===== config.mk =====
export PLATFORM = sky130hd
export DESIGN_NAME = addsub_ovf_unit
export DESIGN_NICKNAME = d
export VERILOG_FILES = /design/src/rtl/addsub_ovf_unit_pkg.sv /design/src/rtl/addsub_ovf_unit_core.sv /design/src/rtl/addsub_ovf_unit.sv
export SDC_FILE = /design/constraint.sdc
export NUM_CORES = 1
export LEC_CHECK = 0
export BUFFER_PORTS_ARGS = -buffer_cell sky130_fd_sc_hd__buf_4
export CAP_MARGIN = 20
export CORE_ASPECT_RATIO = 0.6
export CORE_MARGIN = 2
export CORE_UTILIZATION = 32
export CTS_CLUSTER_SIZE = 28
export DETAILED_ROUTE_END_ITERATION = 12
export GPL_TIMING_DRIVEN = 0
export PLACE_DENSITY = 0.61
export SYNTH_ARGS = -nofsm -noshare
export SYNTH_HDL_FRONTEND = slang
export SYNTH_SLANG_ARGS = --single-unit

===== constraint.sdc =====
create_clock -name clk -period 4.2 [get_ports clk]
set_input_delay 0 -clock clk [delete_from_list [all_inputs] [get_ports clk]]
set_output_delay 0 -clock clk [all_outputs]
set_load 0.02 [all_outputs]

===== src/rtl/addsub_ovf_unit_pkg.sv =====
// Shared op encoding and signed-overflow helpers for the add/subtract unit and the main ALU.
package addsub_ovf_unit_pkg;

    typedef enum logic [1:0] {
        OP_ADD  = 2'd0,
        OP_SUB  = 2'd1,
        OP_ADDU = 2'd2,
        OP_SUBU = 2'd3
    } op_e;

    // Overflow needs only the three MSBs; subtraction flips the operand-sign condition.
    function automatic logic signed_ovf(input logic is_sub, input logic a_msb,
                                        input logic b_msb, input logic r_msb);
        logic same_sign;
        same_sign = (a_msb == b_msb);
        return (is_sub ? ~same_sign : same_sign) & (r_msb != a_msb);
    endfunction

    function automatic logic op_is_sub(input op_e op);
        return (op == OP_SUB) || (op == OP_SUBU);
    endfunction

    function automatic logic op_is_trapping(input op_e op);
        return (op == OP_ADD) || (op == OP_SUB);
    endfunction

endpackage


===== src/rtl/addsub_ovf_unit_core.sv =====
// Combinational add/subtract datapath producing {carry, result} and signed overflow.
// Optional ADDSUB_SATURATE_EN clamps trapping ops on overflow instead of wrapping.
module addsub_core
    import addsub_ovf_unit_pkg::*;
#(
    parameter int WIDTH = 32
) (
    input  logic [1:0]       op,
    input  logic [WIDTH-1:0] a,
    input  logic [WIDTH-1:0] b,
    output logic [WIDTH-1:0] result,
    output logic             carry,
    output logic             overflow
);

    logic             sub;
    logic [WIDTH-1:0] b_eff;
    logic [WIDTH:0]   sum;

    // Subtraction reuses the adder as A + ~B + 1, so carry=1 means no borrow.
    always_comb begin
        sub      = op_is_sub(op_e'(op));
        b_eff    = sub ? ~b : b;
        sum      = {1'b0, a} + {1'b0, b_eff} + {{WIDTH{1'b0}}, sub};
        carry    = sum[WIDTH];
        overflow = signed_ovf(sub, a[WIDTH-1], b[WIDTH-1], sum[WIDTH-1]);
        result   = sum[WIDTH-1:0];
`ifdef ADDSUB_SATURATE_EN
        if (overflow && op_is_trapping(op_e'(op))) begin
            result = a[WIDTH-1] ? {1'b1, {(WIDTH-1){1'b0}}} : {1'b0, {(WIDTH-1){1'b1}}};
        end
`endif
    end

endmodule


===== src/rtl/addsub_ovf_unit.sv =====
// Registered add/subtract unit with valid/ready handshake, trap output, sticky flag
// and saturating overflow counter. Build option: ADDSUB_SATURATE_EN (see addsub_core).
module addsub_ovf_unit
    import addsub_ovf_unit_pkg::*;
#(
    parameter int WIDTH = 32,
    parameter int CNT_W = 8
) (
    input  logic             clk,
    input  logic             rst,
    input  logic             in_valid,
    output logic             in_ready,
    input  logic [1:0]       op,
    input  logic [WIDTH-1:0] a,
    input  logic [WIDTH-1:0] b,
    output logic             out_valid,
    input  logic             out_ready,
    output logic [WIDTH-1:0] result,
    output logic             carry,
    output logic             overflow,
    output logic             trap,
    input  logic             clr_sticky,
    output logic             sticky_ovf,
    output logic [CNT_W-1:0] ovf_count
);

    logic [WIDTH-1:0] core_result;
    logic             core_carry;
    logic             core_ovf;
    logic             core_trap;
    logic             accept;
    logic             trap_q;

    addsub_core #(.WIDTH(WIDTH)) u_core (
        .op       (op),
        .a        (a),
        .b        (b),
        .result   (core_result),
        .carry    (core_carry),
        .overflow (core_ovf)
    );

    assign in_ready  = ~out_valid | out_ready;
    assign accept    = in_valid & in_ready;
    assign core_trap = core_ovf & op_is_trapping(op_e'(op));
    assign trap      = trap_q & out_valid;

    // Data registers only load on acceptance, so they hold under backpressure and after draining.
    always_ff @(posedge clk or posedge rst) begin
        if (rst) begin
            result   <= '0;
            carry    <= 1'b0;
            overflow <= 1'b0;
            trap_q   <= 1'b0;
        end else if (accept) begin
            result   <= core_result;
            carry    <= core_carry;
            overflow <= core_ovf;
            trap_q   <= core_trap;
        end
    end

    always_ff @(posedge clk or posedge rst) begin
        if (rst) begin
            out_valid <= 1'b0;
        end else if (accept) begin
            out_valid <= 1'b1;
        end else if (out_ready) begin
            out_valid <= 1'b0;
        end
    end

    // A trapping overflow beats a simultaneous clear, restarting the count at one.
    always_ff @(posedge clk or posedge rst) begin
        if (rst) begin
            sticky_ovf <= 1'b0;
            ovf_count  <= '0;
        end else if (accept && core_trap) begin
            sticky_ovf <= 1'b1;
            if (clr_sticky) begin
                ovf_count <= CNT_W'(1);
            end else if (ovf_count != {CNT_W{1'b1}}) begin
                ovf_count <= ovf_count + CNT_W'(1);
            end
        end else if (clr_sticky) begin
            sticky_ovf <= 1'b0;
            ovf_count  <= '0;
        end
    end

endmodule

==> results.py <==
metrics = {
    "global_routing": {
        "grt_antenna_before_repair": 0,
        "grt.total_usage_pct": 18.2,
        "grt_pass1_wl_um": 18900,
        "grt_pass1_vias": 3675,
        "grt-ovfl-total": 0,
        "grt_start_max_net_pins": 33,
    },
    "floorplanning": {
        "die_w_um": 145,
        "die_height_um": 88.8,
        "num_rows": 30,
        "initial_utilization_pct": 33.4,
        "core_um2": 11500,
        "fp.dieArea_um2": 12900,
        "num_io_pins": 117,
    },
    "clock_tree": {
        "cts-root-buf": "clkbuf_16",
        "clock_latency_ps": 280,
        "post_cts_resized": 0,
        "cts.reportedPaths.clkPinSlew_ps": 60,
        "numCtsBuffers": 5,
        "tritoncts": "yes",
        "clockBufferDepth": 2,
        "htreeDepth": 2,
        "cts_setup_buffers": 0,
        "cts.sinks": 45,
    },
    "drt": {
        "wire_per_inst_um": 15.5,
        "dr.pass1.iters": 4,
        "antenna_left": 0,
        "vias": 3798,
        "vias_per_cell": 5.12,
        "drt_wl_total_um": 11500,
        "remaining_drc_errors": 0,
        "first_iter_violations": 173,
    },
    "worst_hold_path": {
        "min_path_type": "input port to register",
    },
    "timing": {
        "relSlewSlack_pct": 32.3,
        "fin_setup_tns_ps": 0,
        "rsz0062_at_grt": "false",
        "setup_violations": 0,
        "whs_ps": 28.9,
        "period_needed_ps": 3760,
        "final-hold-violation-count": 0,
        "drv_slew": 0,
        "min_period_over_period_pct": 89.6,
        "worst_pin_slew_ps": 1020,
        "skew_ps": 5.81,
        "fmax_mhz": 266,
    },
    "power": {
        "internal_power_mw": 1.16,
        "clockPowerShare_pct": 20.2,
        "p_per_area_nw_per_um2": 380,
        "p_leak_nw": 2.43,
        "power_switching_uw": 767,
        "switching_share_pct": 39.8,
        "p_comb_share_pct": 48.9,
        "power_mw": 1.93,
        "vdd_ir_drop_max_uv": 182,
        "seqPwrFrac_pct": 30.9,
    },
    "critical_path": {
        "crit_required_ps": 4410,
        "crit_chain": "buf_2 > clkbuf_1 > xor2_1 > ha_1 > a21oi_1 > o22ai_1 > o31ai_1 > o21bai_1 > o311a_2 > nand2_2 > mux2_4 > or4_1 > a21oi_1",
        "max_stage_delay_ps": 770,
        "cp.arrival_ps": 3970,
        "critPathBufInv": 2,
        "path_max_fanout": 10,
        "slowest_stage": "clkbuf_1",
        "worst_path_most_repeated_cell": "a21oi_1",
        "endpoint_kind": "register",
        "worstSetupStartpointType": "input port",
        "criticalPathCategory": "input port to register",
        "cpLargestDelayFamily": "compound AO/OA/AOI/OAI gates",
    },
    "layout": {
        "area_growth_pct": 32.4,
        "multiInputGateArea_um2": 2580,
        "drive_gt1_share_pct": 24.6,
        "stdcell_area_um2": 5080,
        "nFillCells": 1197,
        "fin_nets": 686,
        "n_antenna_cell": 0,
        "final-seq-area_um2": 1130,
    },
    "synthesis": {
        "syn_inst": 456,
        "yosysMostFrequentCell": "nand2_1",
        "synth_nets": 561,
        "synth_area_per_cell_um2": 8.41,
        "ys.flop_type": "dfrtp_1",
        "ys_async_sr_fraction_pct": 100,
        "yosysWarnings": 0,
        "synth_top_cell_area_share_pct": 29.4,
        "seq_area_frac_synth_pct": 29.4,
        "synth_common_cells": "nand2_1, dfrtp_1, xor2_1",
        "synth_top_area_cell": "dfrtp_1",
        "synth_edf_count": 0,
        "synth.distinct_cells": 58,
        "synth_area_um2": 3840,
        "yosys-top-cells-area": "dfrtp_1, ha_1, xor2_1",
        "ys_seq_elements": 45,
    },
    "placed_design": {
        "post-dp-hpwl_um": 9200,
        "place_congestion": 0.869,
        "io_buffers": 115,
        "place_area_um2": 4920,
    },
    "job": {
        "drv_cap": 0,
    },
    "status": {
        "status": "finished clean",
    },
}
cell families (layout without fill, tap and decap cells):
logic type / after synthesis / in the layout / share of synthesized area [%]
AO/OA/AOI/OAI: 145 / 145 / 24.6
XOR/XNOR: 56 / 56 / 12.8
adder cells (fa/ha/maj): 34 / 34 / 11.3
buffers and inverters: 31 / 157 / 3.39
flip-flops: 45 / 45 / 29.4
multiplexers: 8 / 8 / 2.48
AND/OR/NAND/NOR: 137 / 137 / 16.1
layout make-up:
class,count,area share [%]
sequential,45,22.2
inverter,14,1.03
timing repair buffer,118,17.8
clock buffer,6,2.54
buffer,17,1.53
clock inverter,2,0.197
multi-input combinational,380,50.8
tap,160,3.94
state kept, by name (all words and copies together), names as in the netlist:
| register | cells |
|---|---|
| overflow | 1 |
| trap_q | 1 |
| carry | 1 |
| sticky_ovf | 1 |
| ovf_count | 8 |
| result | 32 |
| out_valid | 1 |
power groups by stage:
stage	registers, mW	clock network, mW	logic, mW
6_report	0.596	0.390	0.942
5_1_grt	0.609	0.414	1.04
2_1_floorplan	0.708	0	0.475
3_3_place_gp	0.602	0	0.922
4_1_cts	0.597	0.397	0.944
3_5_place_dp	0.604	0	0.938
what timing repair did:
item / 4_1_cts / 5_1_grt
setup endpoints to repair: 0 / 0
hold endpoints to repair: 14 / 0
hold buffers: 2 / 0
worst reg2reg max path, cell delays in order (launching register included):
cell      delay, ps
dfrtp_1         390
nand2b_1        140
nand2_1          80
clkbuf_1        240
or3_1           440
mux2_4          320
or4_1           500
a21oi_1         150
per-stage QoR:
stage / setup slack (ps) / cells / utilization [%]
global route: 146 / 742 / 44.2
global placement: 237 / 731 / 42.7
floorplan: 860 / 456 / -
detailed placement: 182 / 732 / 42.8
finish: 439 / 742 / 44.2
CTS: 470 / 742 / 44.2
metal layers:
metal / up-vias / part of all wire, % / global-route usage (%)
met5: - / 0 / 0
met4: 0 / 0.66 / 3.30
met3: 8 / 6.0 / 3.51
met2: 137 / 40 / 26.8
met1: 1762 / 53 / 27.6
li1: 1891 / - / -
cells in the final DEF, fill, tap and decap left out, drive strengths merged, types with 9 or more instances in the layout:
cell    netlist  final
a21oi        34     34
nand4         9      9
nand3        14     14
nand2        66     66
xnor2        13     13
inv          14     14
ha           33     33
dfrtp        45     45
o21ai        41     41
a21o         18     18
nor2         26     26
buf           5    121
clkbuf       12     18
xor2         43     43
worst paths after layout:
| path | startpoint | end | slack [ps] | cells after the start |
|---|---|---|---|---|
| max reg2reg | out_valid$_DFFE_PP0P_ | ovf_count[7]$_DFFE_PP0P_ | 1880 | 7 |
| min in group asynchronous | rst | carry$_DFFE_PP0P_ | 240 | 3 |
| min reg2reg | result[27]$_DFFE_PP0P_ | result[27]$_DFFE_PP0P_ | 480 | 2 |
| min | a[0] | result[0]$_DFFE_PP0P_ | 30 | 3 |
| max in group asynchronous | rst | result[17]$_DFFE_PP0P_ | 3460 | 4 |
| max | op[0] | ovf_count[7]$_DFFE_PP0P_ | 440 | 13 |
Note: power is estimated with default switching activity, not from simulation.
